===== config.mk =====
export PLATFORM = sky130hd
export DESIGN_NAME = adc_capture_tohost
export DESIGN_NICKNAME = d
export VERILOG_FILES = /design/src/rtl/adc_capture_tohost_pkg.sv /design/src/rtl/adc_capture_tohost_capture_decimator.sv /design/src/rtl/adc_capture_tohost.sv
export SDC_FILE = /design/constraint.sdc
export NUM_CORES = 1
export LEC_CHECK = 0
export ABC_AREA = 1
export BUFFER_PORTS_ARGS = -buffer_cell sky130_fd_sc_hd__buf_2
export CAP_MARGIN = 20
export CORE_AREA = 2 2 146 162
export CTS_BUF_LIST = sky130_fd_sc_hd__clkbuf_4
export DETAILED_ROUTE_END_ITERATION = 6
export DIE_AREA = 0 0 148 164
export GPL_ROUTABILITY_DRIVEN = 0
export MAX_ROUTING_LAYER = met4
export PLACE_DENSITY = 0.47
export SETUP_SLACK_MARGIN = 0.5
export SLEW_MARGIN = 20
export SYNTH_ARGS = -nofsm -noshare
export SYNTH_HDL_FRONTEND = slang
export SYNTH_HIERARCHICAL = 1
export SYNTH_SLANG_ARGS = --single-unit
export TNS_END_PERCENT = 1

===== constraint.sdc =====
create_clock -name i_clk -period 3.8 [get_ports i_clk]
set_input_delay 0 -clock i_clk [delete_from_list [all_inputs] [get_ports i_clk]]
set_output_delay 0 -clock i_clk [all_outputs]
set_load 0.02 [all_outputs]

===== src/rtl/adc_capture_tohost_pkg.sv =====
// adc_capture_tohost_pkg: shared state encoding and default widths for the ADC capture engine.
package adc_capture_tohost_pkg;
    typedef enum logic [1:0] {IDLE, ARMED, CAPTURE, DONE} state_t;
    localparam int DEF_DATAWIDTH = 64;
    localparam int DEF_ADDRWIDTH = 13;
    localparam int DEF_DECWIDTH  = 8;
endpackage


===== src/rtl/adc_capture_tohost_capture_decimator.sv =====
// capture_decimator: divide-by-(decim+1) sample strobe; load holds the phase at 0.
module capture_decimator
    import adc_capture_tohost_pkg::*;
#(
    parameter int DECWIDTH = DEF_DECWIDTH
) (
    input  logic                i_clk,
    input  logic                i_reset,
    input  logic                i_load,
    input  logic [DECWIDTH-1:0] i_decim,
    output logic                o_strobe
);
    logic [DECWIDTH-1:0] r_cnt;
    always_ff @(posedge i_clk) begin
        if (i_reset || i_load) r_cnt <= '0;
        else r_cnt <= (r_cnt == i_decim) ? '0 : r_cnt + 1'b1;
    end
    assign o_strobe = r_cnt == '0;
endmodule


===== src/rtl/adc_capture_tohost.sv =====
// adc_capture_tohost: armed/triggered ADC snapshot into the to-host BRAM write port.
// Optional decimation is built only when ADC_CAPTURE_DECIM_EN is defined.
module adc_capture_tohost
    import adc_capture_tohost_pkg::*;
#(
    parameter int DATAWIDTH = DEF_DATAWIDTH,
    parameter int ADDRWIDTH = DEF_ADDRWIDTH,
    parameter int DECWIDTH  = DEF_DECWIDTH
) (
    input  logic                 i_clk,
    input  logic                 i_reset,
    input  logic [DATAWIDTH-1:0] i_adc,
    input  logic                 i_start,
    input  logic                 i_trig,
    input  logic [ADDRWIDTH-1:0] i_lastaddr,
    input  logic [DECWIDTH-1:0]  i_decim,
    output logic [ADDRWIDTH-1:0] o_bram_addr,
    output logic [DATAWIDTH-1:0] o_bram_data,
    output logic                 o_bram_we,
    output logic                 o_busy,
    output logic                 o_done,
    output logic [ADDRWIDTH:0]   o_wordcount
);
    state_t r_state, w_next;
    logic [ADDRWIDTH-1:0] r_lastaddr, r_ptr;
    logic [DATAWIDTH-1:0] r_adc;
    logic r_prime;
    logic w_tick, w_wr, w_last, w_arm, w_trig;

    always_ff @(posedge i_clk) begin
        if (i_reset) r_state <= IDLE;
        else r_state <= w_next;
    end

    always_comb begin
        w_next = r_state;
        w_arm  = 1'b0;
        w_trig = 1'b0;
        w_wr   = 1'b0;
        case (r_state)
            IDLE, DONE: if (i_start) begin
                w_next = ARMED;
                w_arm  = 1'b1;
            end
            ARMED: if (i_trig) begin
                w_next = CAPTURE;
                w_trig = 1'b1;
            end
            CAPTURE: begin
                w_wr = !r_prime && w_tick;
                if (w_wr && w_last) w_next = DONE;
            end
            default: w_next = IDLE;
        endcase
    end

    assign w_last = r_ptr == r_lastaddr;
    assign o_busy = (r_state == ARMED) || (r_state == CAPTURE);

    // r_prime skips the first CAPTURE cycle so the first word is the sample after the trigger edge
    always_ff @(posedge i_clk) begin
        if (i_reset) begin
            r_lastaddr  <= '0;
            r_ptr       <= '0;
            r_prime     <= 1'b0;
            r_adc       <= '0;
            o_bram_addr <= '0;
            o_bram_data <= '0;
            o_bram_we   <= 1'b0;
            o_done      <= 1'b0;
            o_wordcount <= '0;
        end else begin
            r_adc     <= i_adc;
            r_prime   <= w_trig;
            o_bram_we <= w_wr;
            if (w_arm) begin
                r_lastaddr  <= i_lastaddr;
                o_done      <= 1'b0;
                o_wordcount <= '0;
            end
            if (w_trig) r_ptr <= '0;
            if (w_wr) begin
                o_bram_addr <= r_ptr;
                o_bram_data <= r_adc;
                r_ptr       <= r_ptr + 1'b1;
                o_wordcount <= o_wordcount + 1'b1;
                o_done      <= w_last;
            end
        end
    end

`ifdef ADC_CAPTURE_DECIM_EN
    logic [DECWIDTH-1:0] r_decim;
    always_ff @(posedge i_clk) begin
        if (i_reset) r_decim <= '0;
        else if (w_arm) r_decim <= i_decim;
    end
    capture_decimator #(.DECWIDTH(DECWIDTH)) u_decim (
        .i_clk    (i_clk),
        .i_reset  (i_reset),
        .i_load   ((r_state != CAPTURE) || r_prime),
        .i_decim  (r_decim),
        .o_strobe (w_tick)
    );
`else
    logic w_unused;
    assign w_tick   = 1'b1;
    assign w_unused = ^i_decim;
`endif
endmodule


; ---- After elaboration in Yosys (flattened, before gate mapping)
; Index checks and enable logic that the tools add are counted.
; W data, S select, Z words.
[totals]
register_bits = 186
elab_cells = 42
input_bits = 89
output_inout_bits = 94
[classes]
eq_ne = 7
n_mux = 15
n_reduce_logical = 8
n_addsub = 2
[op_table]
columns = op, count
row1 = $mux W14, 2
row2 = $mux W13, 2
row3 = $add A14 B1 Y14 const B, 1
row4 = $add A13 B1 Y13 const B, 1
row5 = $eq A13 B13 Y1, 1
row6 = $mux W1, 7
row7 = $mux W2, 3
row8 = $ne A2 B2 Y1 const B, 3
row9 = $pmux W2 S3, 1
row10 = $eq A2 B2 Y1 const B, 2
row11 = $reduce_bool A2 Y1, 2
row12 = $reduce_and A3 Y1, 1
row13 = $eq A2 B1 Y1 const B, 1
row14 = $logic_not A2 Y1, 1
row15 = $reduce_or A2 Y1, 1
row16 = $logic_and A1 B1 Y1, 1
row17 = $logic_not A1 Y1, 1
row18 = $logic_or A1 B1 Y1, 1

; ---- Depth between registers and ports, before layout
; Gate-level depths: netlist (run 1).
[logic_depth]
depth_word = 5
ltp_mapped = 11
ltp_nobuf = 11

; ---- Worst setup path after synthesis (run 1)
; OpenSTA, ideal clock, no wires.
[synth_path]
path_type = register to register
from = register r_state[0]
to = register o_wordcount[4]
setup_slack_ps = 2339
arrival_ps = 1370
required_time_ps = 3709
setup_ps = 91
period_less_slack_ps = 1461
path_stages_with_launch = 8
path_cell_list = dfxtp_1 > inv_1 > ha_1 > nand2_1 > inv_2 > nand2_1 > a22oi_1 > a311oi_1
[synth_between]
elab_chain_len = 4
[synth_rtl]
columns = item, line_no
row1 = from (decl), adc_capture_tohost.sv:24  ; state_t r_state, w_next;
row2 = from (signal assigned), adc_capture_tohost.sv:32  ; else r_state <= w_next;
row3 = $eq A2 B2 Y1 or $logic_not A2 Y1 (tied branches), adc_capture_tohost.sv:40  ; case (r_state)
row4 = $reduce_or A2 Y1, adc_capture_tohost.sv:40
row5 = $mux W1, adc_capture_tohost.sv:40
row6 = $reduce_bool A2 Y1 (no source line), -
row7 = to (signal assigned), adc_capture_tohost.sv:86  ; o_wordcount <= o_wordcount + 1'b1;
row8 = to (decl), adc_capture_tohost.sv:22  ; output logic [ADDRWIDTH:0] o_wordcount
; Parallel ways exist; a longest one is shown, timed or not.
; A chain may end at the register's enable or synchronous reset.

; ---- Worst setup path in the final report (run 1)
[layout_path]
from = register r_state[0]
to = register r_lastaddr[4]
[layout_between]
elab_chain_len = 3
[layout_rtl]
columns = item, line_no
row1 = $eq A2 B2 Y1 or $logic_not A2 Y1 (tied branches), adc_capture_tohost.sv:40
row2 = $reduce_or A2 Y1 (*), adc_capture_tohost.sv:40
row3 = $mux W1 (*), adc_capture_tohost.sv:40
row4 = to (signal assigned), adc_capture_tohost.sv:77  ; r_lastaddr <= i_lastaddr;
row5 = to (decl), adc_capture_tohost.sv:25  ; logic [ADDRWIDTH-1:0] r_lastaddr, r_ptr;
; Mark *: on every way between the ends. The rest lies on a longest branch, timed or not.

==> results.tsv, run 1 <==
metric	value	unit
maxCapViolCount	0	
startpoint_type	register	
final_cells	1420	
final_layout_size_suffix_gt1_share	21.8	%
wl_per_cell	12.3	um
drt_iter0_markers	240	
grt_pass1_wl	28.2	mm
dp_cells	1286	
die_h	164	um
cts_tree	yes	
cts_sinks	186	
synth_top_cell_by_area	dfxtp_1	
clk_pin_slew	0.16	ns
hpwlAfterDp	11.0	mm
vias	5943	
final_antenna_net_count	0	
ys_warn_count	6	
max_freq	0.400	GHz
firstDrtPassIters	4	
syn_avg_cell_area	7.88	um2
finalPower	5.50	mW
drv_slew	0	
clock_latency	0.55	ns
r2r-end	r_lastaddr[4]	
finalHoldViolations	0	
die_w	148	um
path_buf_inv	4	
holdBufCountCts	101	
area_growth_syn_to_layout	36.9	%
p_per_area	603	nW/um2
start_util	29.4	%
fin_tns_setup	0	ns
path_depth	8	
worst_pin_slew	0.676	ns
viasPerCell	4.19	
cp_data_required_time	4.31	ns
status	completed	
cts-buffers-inserted	17	
antenna_found_initial	1	
synth_cell_type_count	37	
hold_path_class	in -> reg	
place_ws	1.66	ns
crit_path_frequent_cell	dlygate4sd3_1	
io_pins	183	
nets	1199	
rr_startpoint	r_state[0]	
wl	17.5	mm
post_cts_buffers	0	
synth_area_leaders	dfxtp_1 (56%), nor2_1 (12%), o21ai_0 (7.0%), inv_1 (6.0%), nand2_1 (4.2%)	
setup_slack	1.30	ns
cts_resized	0	
synthesis.nets	938	
num_rows	58	
slowest_delay	0.58	ns
grt_pass1_vias	5729	
synth_top_area_share	55.9	%
clock_skew	0.0191	ns
regToRegSetupSlack	1.30	ns
dieArea	24300	um2
grt_max_degree	67	
finalCoreUtilization	40.3	%
critPathCaptureType	register	
grtUsageTotal	14.9	%
drc	0	
netlist_instances	845	
slew_headroom	55.0	%
ys_seq_elements	186	
gr-total-overflow	0	
ys_seq_area_share	55.9	%
r2r_cells	8	
setup_viol	0	
synthesis.area	6660	um2
worstPathMaxFanout	25	
portBuffers	174	
slowest_stage	dlygate4sd3_1	
finalCritPeriodShare	65.8	%
root_buffer	clkbuf_4	
cp.arrival	3.02	ns
fillers	2351	
worstSetupPathType	reg -> reg	
leakage	4.26	nW
h-tree-depth	4	
irDropWorstVdd	0.248	mV
crit_chain	inv_1 -> ha_1 -> nand2_1 -> buf_4 -> o21ai_0 -> dlygate4sd3_1 -> a21oi_1 -> dlygate4sd3_1	
critPathCapture	r_lastaddr[4]	
rsz0062_at_grt	false	
startpoint	r_state[0]	
clk_path_buf_depth	2	
cpLargestDelayFamily	buffers and inverters	
core	22600	um2
period_minus_slack	2.50	ns
registers in the layout (all words and copies together), names as in the netlist:
register,count
o_bram_addr,13
o_wordcount,14
r_prime,1
r_lastaddr,13
r_state,2
o_bram_data,64
o_done,1
r_adc,64
r_ptr,13
o_bram_we,1
power breakdown:
group          internal [mW]  leakage, nW  switching [mW]
combinational          0.651         2.57            1.18
sequential              2.30         1.53           0.168
clock                  0.468        0.162           0.729
cell families (layout without fill, tap and decap cells):
kind of cell / after synthesis / in the layout / synth area share, %
adder cells (fa/ha/maj): 4 / 4 / 0.751
buffers and inverters: 160 / 434 / 9.47
flip-flops: 186 / 186 / 55.9
AND/OR/NAND/NOR: 334 / 334 / 20.7
other: 0 / 1 / 0
XOR/XNOR: 2 / 2 / 0.263
AO/OA/AOI/OAI: 159 / 159 / 12.9
layout by cell type (no fill, tap or decap), drive strengths merged, types with 3 or more instances in the layout:
master	Yosys	final
nor3	9	9
a211oi	5	5
a21oi	37	37
buf	23	183
a22oi	4	4
clkbuf	19	17
nor2	224	224
o22ai	4	4
nand2	77	77
o21ai	100	100
inv	117	121
bufinv	0	3
ha	4	4
clkinv	1	7
nand3	14	14
dfxtp	186	186
dlygate4sd3	0	101
nand4	6	6
synth_stat cells (all sizes together):
library cell and instances:
o21a 1, a31oi 1, nor4 1, o31ai 1, nor3b 1, a211oi 5, xnor2 2, o22ai 4
o21ai 100, or2 1, a32oi 1, a32o 2, clkinv 1, nor2 224, nand2 77, nand4 6
and3 1, inv 117, a21oi 37, ha 4, nand3 14, buf 23, a22oi 4, clkbuf 19
nor3 9, o311ai 1, dfxtp 186, a311oi 2
layer usage:
metal,wire [um],vias to the layer above,global-route usage (%)
met5,0,-,-
met4,356,0,5.24
met3,829,23,3.47
met2,8380,125,25.3
met1,7890,2626,17.4
li1,-,3169,-
tightest hold or removal path: cells and delay by family:
kind                   cells  cell delay [ns]
buffers and inverters      3             0.64
AND/OR/NAND/NOR            1             0.06
metrics by stage:
stage               cell area, um2  hold WS [ns]
global placement              7790         0.200
floorplan                     6660         0.107
finish                        9120         0.162
detailed placement            7790         0.206
CTS                           9110        0.0977
global route                  9120         0.106
worst min-delay path by stage:
| stage | startpoint | end | slack (ns) | depth (start not counted) |
|---|---|---|---|---|
| 4_1_cts | i_adc[13] | r_adc[13] | 0.1 | 4 |
| 5_1_grt | i_adc[56] | r_adc[56] | 0.11 | 4 |
| 3_5_place_dp | i_adc[39] | r_adc[39] | 0.21 | 3 |
| 3_3_place_gp | i_adc[62] | r_adc[62] | 0.20 | 3 |
| 2_1_floorplan | i_adc[0] | r_adc[0] | 0.11 | 2 |
| 6_report | i_adc[20] | r_adc[20] | 0.16 | 4 |
cell type report:
| type | instances | area, um2 | share of cell area [%] |
|---|---|---|---|
| clock inverters | 15 | 186 | 2.05 |
| clock buffers | 17 | 128 | 1.40 |
| flip-flops and latches | 186 | 3720 | 40.8 |
| multi-input cells | 499 | 2310 | 25.3 |
| repair buffers | 284 | 1950 | 21.4 |
| well taps | 300 | 375 | 4.12 |
| inverters | 118 | 444 | 4.87 |
| diodes | 1 | 2.50 | 0.0274 |
(Power assumes the default switching activity.)
==> run 2, diff against run 1 <==
- PLACE_DENSITY: 0.47 -> 0.49
- clock period: 3.8 -> 2.3 ns (I/O delays scaled with it)
==> run 2 against run 1 <==
Worst setup slack worse by 0.71 ns. Clock skew is 0.0012 ns higher. Fmax is 46% higher. First-iteration DRC count is 3.3% higher. Via count is 0.67% lower. Total power is 64% higher. Clock power is 65% higher. Die area stayed put. Critical path depth stayed put. Largest power group unchanged. Final area is 1.8% lower. Combinational power is 62% higher.
==> results.tsv, run 2 (synthesized netlist as in run 1, its figures left out) <==
metric	value	unit	change
status	completed		
final_antenna_net_count	0		unchanged
crit_chain	inv_1 -> ha_1 -> nand2_2 -> clkinv_2 -> buf_12 -> a21oi_1 -> nand2_1 -> a21oi_1		
crit_path_frequent_cell	a21oi_1		
maxCapViolCount	0		unchanged
core	22600	um2	unchanged
setup_viol	0		unchanged
worstPathMaxFanout	59		+140%
p_per_area	1010	nW/um2	+67%
h-tree-depth	4		unchanged
grt_pass1_wl	28.1	mm	-0.37%
cp_data_required_time	2.81	ns	-1.50 ns
viasPerCell	4.21		+0.67%
finalPower	9.01	mW	+64%
start_util	29.4	%	unchanged
mostFrequentLayoutCells	nor2_1 (218), dfxtp_1 (185), buf_2 (174), inv_1 (106), o21ai_0 (93)		
irDropWorstVdd	0.451	mV	+82%
cts_tree	yes		
grt_max_degree	71		+6.0%
worstHoldStart	i_adc[43]		
clk_pin_slew	0.16	ns	about the same
slew_headroom	60.4	%	+5.4 points
die_h	164	um	unchanged
worst_pin_slew	0.595	ns	-0.0809 ns
firstDrtPassIters	4		unchanged
critPathCaptureType	register		
num_rows	58		unchanged
portBuffers	174		unchanged
r2r-end	r_ptr[7]		
regToRegSetupSlack	0.59	ns	-0.71 ns
dieArea	24300	um2	unchanged
drc	0		unchanged
clk_path_buf_depth	2		unchanged
area_growth_syn_to_layout	34.4	%	
antenna_found_initial	1		unchanged
wl	17.4	mm	-0.11%
clock_latency	0.56	ns	about the same
min_to	r_adc[43]		
r2r_cells	8		unchanged
largest_registers	o_bram_data x64, r_adc x64, o_wordcount x14		
vias	5903		-0.67%
drt_iter0_markers	248		+3.3%
grtUsageTotal	15.0	%	+0.048 points
nets	1180		-1.6%
fin_tns_setup	0	ns	unchanged
io_pins	183		unchanged
finalCoreUtilization	39.5	%	-0.73 points
drv_slew	0		unchanged
period_minus_slack	1.71	ns	-0.787 ns
finalHoldViolations	0		unchanged
dp_cells	1287		+0.078%
min_path_cells	4		unchanged
clock_skew	0.0204	ns	+0.00122 ns
max_freq	0.583	GHz	+46%
grt_pass1_vias	5620		-1.9%
hpwlAfterDp	11.0	mm	+0.46%
finalCritPeriodShare	74.5	%	+8.7 points
cts-buffers-inserted	17		unchanged
worstSetupPathType	reg -> reg		
startpoint_type	register		
root_buffer	clkbuf_4		
gr-total-overflow	0		unchanged
leakage	4.17	nW	-2.1%
cp.arrival	2.22	ns	-0.80 ns
layout_commonest_cell	nor2_1		
slowest_stage	dfxtp_1		
final_cells	1401		-1.3%
die_w	148	um	unchanged
rr_startpoint	r_state[0]		
hold_path_class	in -> reg		
cts_sinks	186		unchanged
final_layout_size_suffix_gt1_share	22.5	%	+0.65 points
wl_per_cell	12.4	um	+1.2%
rsz0062_at_grt	true		
slowest_delay	0.38	ns	-0.20 ns
==> run 2: power breakdown <==
part,switching (mW),internal (mW)
clock,1.20,0.778
sequential,0.268,3.81
combinational,1.96,1.01
total,3.42,5.59
==> run 2: final cells by class <==
class / instances / area [um2]
fill: 2370 / 13700
sequential: 186 / 3720
multi-input combinational: 499 / 2310
timing repair buffer: 265 / 1780
inverter: 118 / 444
tap: 300 / 375
clock inverter: 15 / 188
clock buffer: 17 / 128
antenna: 1 / 2.50
==> run 2: routing by layer <==
| layer | share of wire [%] | global-route usage [%] | wire (um) | vias to the layer above |
|---|---|---|---|---|
| li1 | - | - | - | 3117 |
| met1 | 45 | 17.7 | 7930 | 2639 |
| met2 | 47 | 24.9 | 8260 | 131 |
| met3 | 5.5 | 4.00 | 956 | 16 |
| met4 | 1.7 | 4.63 | 290 | 0 |
| met5 | 0 | - | 0 | - |
==> run 2: worst max-delay path, delay by kind of cell, from the launching register on <==
family | cells | cell delay (ns)
and+or+nand+nor | 2 | 0.21
buffers and inverters | 3 | 0.36
adders and majority gates | 1 | 0.22
DFF | 1 | 0.38
AOI/OAI and AO/OA | 2 | 0.49
==> run 2: worst max-delay path by stage <==
stage                     startpoint             end  slack [ns]  cells past startpoint
after floorplan           r_state[0]  o_wordcount[4]        0.84                      7
after global placement    r_state[0]  o_wordcount[4]        0.61                      7
after detailed placement  r_state[0]        r_ptr[7]        0.59                      8
after CTS                 r_state[0]        r_ptr[7]        0.57                      8
after global routing      r_state[0]       r_ptr[10]        0.44                      8
final                     r_state[0]        r_ptr[7]        0.59                      8
==> run 2: metrics by stage <==
step | area, um2 | worst slack (ns) | hold slack [ns]
6_report | 8950 | 0.585 | 0.162
5_1_grt | 8950 | 0.439 | 0.0870
4_1_cts | 8950 | 0.570 | 0.0747
3_5_place_dp | 7820 | 0.590 | 0.205
3_3_place_gp | 7820 | 0.611 | 0.200
2_1_floorplan | 6660 | 0.839 | 0.107
==> run 2: what timing repair did <==
item	in CTS	in global routing
buffers inserted	0	0
endpoints found under the hold margin	96	0
resized for setup	0	1
hold buffers	81	0
endpoints found under the setup margin	0	11
